File: config.mk
export PLATFORM = sky130hd
export DESIGN_NAME = regfile_write_ctrl
export DESIGN_NICKNAME = d
export VERILOG_FILES = /design/src/rtl/regfile_ctrl_pkg.sv /design/src/rtl/rr_arbiter2.sv /design/src/rtl/regfile_write_ctrl.sv
export SDC_FILE = /design/constraint.sdc
export NUM_CORES = 1
export LEC_CHECK = 0
export ABC_AREA = 0
export CAP_MARGIN = 25
export CORE_UTILIZATION = 39
export CTS_BUF_LIST = sky130_fd_sc_hd__clkbuf_8 sky130_fd_sc_hd__clkbuf_16
export DETAILED_ROUTE_END_ITERATION = 16
export PLACE_DENSITY = 0.77
export SLEW_MARGIN = 20
export SYNTH_ARGS = -nofsm -noshare
export SYNTH_HDL_FRONTEND = slang
export SYNTH_SLANG_ARGS = --single-unit
File: constraint.sdc
create_clock -name clock_reg -period 1.7 [get_ports clock_reg]
set_clock_uncertainty 0.05 [all_clocks]
set_input_delay 0.34 -clock clock_reg [delete_from_list [all_inputs] [get_ports clock_reg]]
set_output_delay 0.34 -clock clock_reg [all_outputs]
set_load 0.1 [all_outputs]
File: src/rtl/regfile_ctrl_pkg.sv
// Shared types and defaults for the register-file write-port controller.
package regfile_ctrl_pkg;

    localparam int unsigned DATA_W_DEFAULT   = 8;
    localparam int unsigned ADDR_W_DEFAULT   = 3;
    localparam int unsigned NUM_REGS_DEFAULT = 8;

    // Saturation point of the r0 drop counter.
    localparam int unsigned DROP_MAX = 255;

    typedef enum logic [0:0] {
        CLEAR,
        RUN
    } state_e;

endpackage

File: src/rtl/rr_arbiter2.sv
// Two-input round-robin arbiter. When both request, the input not granted
// last time wins. last_grant only moves when a grant is actually issued.
module rr_arbiter2 (
    input  logic       clock_reg,
    input  logic       reset,
    input  logic       enable,
    input  logic [1:0] req,
    output logic [1:0] grant
);

    logic last_grant_q, last_grant_d;

    // One-hot grant and the next value of the fairness pointer.
    always_comb begin
        grant = 2'b00;
        if (enable) begin
            unique case (req)
                2'b01:   grant = 2'b01;
                2'b10:   grant = 2'b10;
                2'b11:   grant = last_grant_q ? 2'b01 : 2'b10;
                default: grant = 2'b00;
            endcase
        end
        last_grant_d = last_grant_q;
        if (grant[1]) begin
            last_grant_d = 1'b1;
        end else if (grant[0]) begin
            last_grant_d = 1'b0;
        end
    end

    // Reset to 1 so requester 0 wins the first tie.
    always_ff @(posedge clock_reg or negedge reset) begin
        if (!reset) begin
            last_grant_q <= 1'b1;
        end else begin
            last_grant_q <= last_grant_d;
        end
    end

endmodule

File: src/rtl/regfile_write_ctrl.sv
// Write-port controller for the register file: zero-fill sweep of r1..r7,
// round-robin sharing of the write port, and counting of discarded r0 writes.
module regfile_write_ctrl
    import regfile_ctrl_pkg::*;
#(
    parameter int unsigned DATA_W   = DATA_W_DEFAULT,
    parameter int unsigned ADDR_W   = ADDR_W_DEFAULT,
    parameter int unsigned NUM_REGS = NUM_REGS_DEFAULT
) (
    input  logic              clock_reg,
    input  logic              reset,
    input  logic              req0_valid,
    input  logic [ADDR_W-1:0] req0_addr,
    input  logic [DATA_W-1:0] req0_data,
    output logic              req0_ready,
    input  logic              req1_valid,
    input  logic [ADDR_W-1:0] req1_addr,
    input  logic [DATA_W-1:0] req1_data,
    output logic              req1_ready,
    input  logic              clear_req,
    output logic              busy,
    output logic              we_out,
    output logic [ADDR_W-1:0] wa_out,
    output logic [DATA_W-1:0] wd_out,
    output logic [7:0]        drop_count
);

    localparam logic [ADDR_W-1:0] CntFirst = ADDR_W'(1);
    localparam logic [ADDR_W-1:0] CntLast  = ADDR_W'(NUM_REGS - 1);
    localparam logic [7:0]        DropSat  = 8'(DROP_MAX);

    state_e            state_q, state_d;
    logic [ADDR_W-1:0] cnt_q, cnt_d;
    logic              we_q, we_d;
    logic [ADDR_W-1:0] wa_q, wa_d;
    logic [DATA_W-1:0] wd_q, wd_d;
    logic [7:0]        drop_q, drop_d;

    logic [1:0]        grant;
    logic              arb_en;
    logic [ADDR_W-1:0] sel_addr;
    logic [DATA_W-1:0] sel_data;

    // A clear request pre-empts arbitration in the cycle it is seen.
    assign arb_en = (state_q == RUN) && !clear_req;

    rr_arbiter2 u_arb (
        .clock_reg (clock_reg),
        .reset     (reset),
        .enable    (arb_en),
        .req       ({req1_valid, req0_valid}),
        .grant     (grant)
    );

    assign req0_ready = grant[0];
    assign req1_ready = grant[1];
    assign sel_addr   = grant[1] ? req1_addr : req0_addr;
    assign sel_data   = grant[1] ? req1_data : req0_data;

    assign busy       = (state_q == CLEAR);
    assign we_out     = we_q;
    assign wa_out     = wa_q;
    assign wd_out     = wd_q;
    assign drop_count = drop_q;

    // Next-state: sweep stepping, accepted transfers and r0 drop counting.
    always_comb begin
        state_d = state_q;
        cnt_d   = cnt_q;
        we_d    = 1'b0;
        wa_d    = wa_q;
        wd_d    = wd_q;
        drop_d  = drop_q;
        unique case (state_q)
            CLEAR: begin
                we_d = 1'b1;
                wa_d = cnt_q;
                wd_d = '0;
                if (cnt_q == CntLast) begin
                    state_d = RUN;
                    cnt_d   = CntFirst;
                end else begin
                    cnt_d = cnt_q + 1'b1;
                end
            end
            RUN: begin
                if (clear_req) begin
                    state_d = CLEAR;
                    cnt_d   = CntFirst;
                end else if (|grant) begin
                    if (sel_addr != '0) begin
                        we_d = 1'b1;
                        wa_d = sel_addr;
                        wd_d = sel_data;
                    end else if (drop_q != DropSat) begin
                        drop_d = drop_q + 8'd1;
                    end
                end
            end
            default: begin
                state_d = CLEAR;
                cnt_d   = CntFirst;
            end
        endcase
    end

    // All controller state, cleared asynchronously into a fresh sweep.
    always_ff @(posedge clock_reg or negedge reset) begin
        if (!reset) begin
            state_q <= CLEAR;
            cnt_q   <= CntFirst;
            we_q    <= 1'b0;
            wa_q    <= '0;
            wd_q    <= '0;
            drop_q  <= '0;
        end else begin
            state_q <= state_d;
            cnt_q   <= cnt_d;
            we_q    <= we_d;
            wa_q    <= wa_d;
            wd_q    <= wd_d;
            drop_q  <= drop_d;
        end
    end

endmodule

==> flow_metrics.tcl <==
set metrics [dict create \
    outcome "finished with violations" \
    violations "setup timing" \
    fillers 175 \
    clock_latency_ns 0.27 \
    arrival_ns 2.01 \
    wl_mm 4.51 \
    drive_gt1_frac 0.502 \
    ys_ff_latch 25 \
    avgViaCountPerCell 5.41 \
    setup_viol_count_final 14 \
    worst_pin_slew_ns 0.357 \
    ios 50 \
    synth_area_um2 1270 \
    postLayoutCoreUtil 0.826 \
    post-route-min-period_ns 1.88 \
    fp.dieArea_um2 3490 \
    drtIter0Drc 110 \
    synthCells 128 \
    syn_avg_cell_area_um2 9.91 \
    area_growth_pct 100 \
    initial_core_util 0.412 \
    ys_seq_area_frac 0.495 \
    maxCapViolations 0 \
    ys_warn_count 0 \
    dp_hpwl_mm 2.89 \
    die_x_um 59.0 \
    overflow 0 \
    p_total_mw 3.71 \
    setup_ws_ns -0.182 \
    gp_congestion 0.848 \
    fin_crit_sh 1.11 \
    port_buffers 49 \
    synth_cell_type_count 40 \
    synth_nets 158 \
    hold_path_class "input port to async pin" \
    tns_ns -1.54 \
    cp-start-kind "flip-flop" \
    grtUsageTotal 0.254 \
    slew_violations 0 \
    fmax_ghz 0.531 \
    critPathKind "flip-flop to flip-flop" \
    slew_headroom 0.762 \
    setup.worst_path.end_class "flip-flop" \
    p_per_area_nw_per_um2 1460 \
    finish.instance_area_um2 2540 \
    ant_nets 0 \
    cts_tree "yes" \
    path_clk_slew_ns 0.09 \
    drc 0 \
    p_leak_nw 1.12 \
    dpl_cell_area_um2 2280 \
    cts_max_path_buffers 2 \
    rsz0062_at_grt "yes" \
    firstDrtPassIters 5 \
    grt_pass1_wl_mm 6.71 \
    rows 20 \
    die_h_um 59.0 \
    grt_max_degree 26 \
    vdd_drop_max_uv 1100 \
    worstPathMaxFanout 6 \
    nets 248 \
    cts.sinks 25 \
    timing.final.hold_violations 0 \
    diodes 0 \
    htree_levels 1 \
    dr_total_vias 1413 \
    cp_data_required_time_ns 1.83 \
    place_worst_setup_slack_ns -0.546 \
    antenna_found_initial 0 \
    coreArea_um2 3080 \
    grt_pass1_vias 1423 \
    cts_buffers 3 \
    wl_per_cell_um 17.3 \
    cts_root_buf "clkbuf_8" \
]
-- cell usage after synthesis --
| library cell | count | area share |
|---|---|---|
| dfrtp_1 | 23 | 0.45 |
| nand2_1 | 22 | 0.065 |
| nor2_1 | 15 | 0.044 |
| nand3_1 | 6 | 0.024 |
| nor3_1 | 6 | 0.024 |
| a311oi_1 | 5 | 0.035 |
| a22oi_1 | 4 | 0.024 |
| xor2_1 | 4 | 0.028 |
| a21oi_1 | 3 | 0.012 |
| ha_1 | 3 | 0.030 |
| xnor2_1 | 3 | 0.021 |
| a22o_1 | 2 | 0.014 |
| dfstp_2 | 2 | 0.041 |
| inv_1 | 2 | 0.0059 |
| nand4_1 | 2 | 0.0099 |
| o21a_1 | 2 | 0.012 |
| a2111oi_4 | 1 | 0.022 |
| a211oi_1 | 1 | 0.0059 |
| a221o_1 | 1 | 0.0079 |
| a2bb2oi_1 | 1 | 0.0069 |
| and2_1 | 1 | 0.0049 |
| and3_1 | 1 | 0.0049 |
| and4_1 | 1 | 0.0069 |
| buf_2 | 1 | 0.0039 |
| buf_6 | 1 | 0.0089 |
| clkbuf_1 | 1 | 0.0030 |
| clkinv_1 | 1 | 0.0030 |
| mux2_2 | 1 | 0.0089 |
| mux2i_1 | 1 | 0.0079 |
| nand2b_1 | 1 | 0.0049 |
| nand3_2 | 1 | 0.0079 |
| nor2b_1 | 1 | 0.0049 |
| nor4_1 | 1 | 0.0049 |
| o211a_1 | 1 | 0.0079 |
| o21ai_0 | 1 | 0.0039 |
| o21ai_1 | 1 | 0.0039 |
| o221a_2 | 1 | 0.0089 |
| o31a_1 | 1 | 0.0069 |
| or2_1 | 1 | 0.0049 |
| or3_1 | 1 | 0.0049 |
-- kinds of logic after synthesis --
group | Yosys count | synth area share
flip-flops | 25 | 0.495
multiplexers | 2 | 0.0168
AO/OA/AOI/OAI | 25 | 0.170
buffers and inverters | 6 | 0.0246
adder cells (fa/ha/maj) | 3 | 0.0296
AND/OR/NAND/NOR | 60 | 0.216
XOR/XNOR | 7 | 0.0483
-- power by group --
part | total, mW | switching (mW) | internal, mW
Combinational | 2.39 | 1.41 | 0.975
Sequential | 0.970 | 0.186 | 0.784
Clock | 0.357 | 0.193 | 0.164
-- path summary, 6_finish.rpt --
path	start	endpoint	slack (ns)	cells past startpoint
hold / removal	reset	cnt_q[1]	0.38	2
hold reg to reg	drop_count[7]	drop_count[7]	0.48	1
setup reg to reg	u_arb.last_grant_q	wd_out[3]	-0.18	6
max in group asynchronous	reset	cnt_q[0]	0.92	2
setup / recovery	u_arb.last_grant_q	wd_out[3]	-0.18	6
min in group clock_reg	req1_addr[0]	wa_out[0]	0.43	3
-- layout make-up --
cell class	instances	area (um^2)	share of cell area
clock buffers	3	41.3	0.0162
clock inverters	1	5.00	0.00197
flip-flops and latches	25	643	0.253
repair buffers	88	1010	0.399
well taps	44	55.1	0.0217
multi-input cells	97	766	0.301
inverters	3	18.8	0.00738
-- through the flow --
| stage | std cells | hold slack (ns) |
|---|---|---|
| after global routing | 261 | 0.405 |
| after global placement | 244 | 0.458 |
| after detailed placement | 244 | 0.467 |
| final | 261 | 0.383 |
| after CTS | 255 | 0.392 |
| after floorplan | 128 | -0.00559 |
-- what timing repair did --
action,4_1_cts,5_1_grt
buffers inserted,6,6
hold buffers,0,0
endpoints found under the setup margin,22,17
pin swaps,13,10
gates resized for setup,25,23
gates cloned,1,0
-- cells in the final DEF (no fill, tap or decap), drive strengths merged, types with 2 or more instances in the layout --
| cell | Yosys | routed |
|---|---|---|
| o21ai | 2 | 2 |
| clkdlybuf4s50 | 0 | 17 |
| xor2 | 4 | 4 |
| nand3 | 7 | 7 |
| a22o | 2 | 2 |
| xnor2 | 3 | 3 |
| buf | 2 | 62 |
| a22oi | 4 | 4 |
| a311oi | 5 | 5 |
| nand2 | 22 | 22 |
| a21oi | 3 | 3 |
| nor2 | 15 | 15 |
| clkbuf | 1 | 6 |
| clkinvlp | 0 | 2 |
| dfstp | 2 | 2 |
| ha | 3 | 3 |
| o21a | 2 | 2 |
| dlygate4sd2 | 0 | 6 |
| dfrtp | 23 | 23 |
| nand4 | 2 | 2 |
| nor3 | 6 | 6 |
-- flip-flops by register name, summed over array words and instances, names as in the netlist --
name,cells
drop_count,8
wd_out,8
cnt_q,3
wa_out,3
state_q,1
u_arb.last_grant_q,1
we_out,1
-- worst max-delay path, stage by stage (launching register included) --
cell       delay (ns)
dfstp_2          0.59
nand2_4          0.08
a2111oi_4        0.44
or2_4            0.22
buf_8            0.13
nor2_2           0.05
a311oi_2         0.24
-- layer usage --
layer | share of wire | vias to the layer above | wire length (um) | global-route usage
met5 | 0 | - | 0 | 0
met4 | 0.027 | 0 | 124 | 0.0816
met3 | 0.044 | 12 | 200 | 0.0218
met1 | 0.40 | 704 | 1790 | 0.305
met2 | 0.53 | 58 | 2400 | 0.476
li1 | - | 639 | - | -
Note: power is estimated with default switching activity, not from simulation.
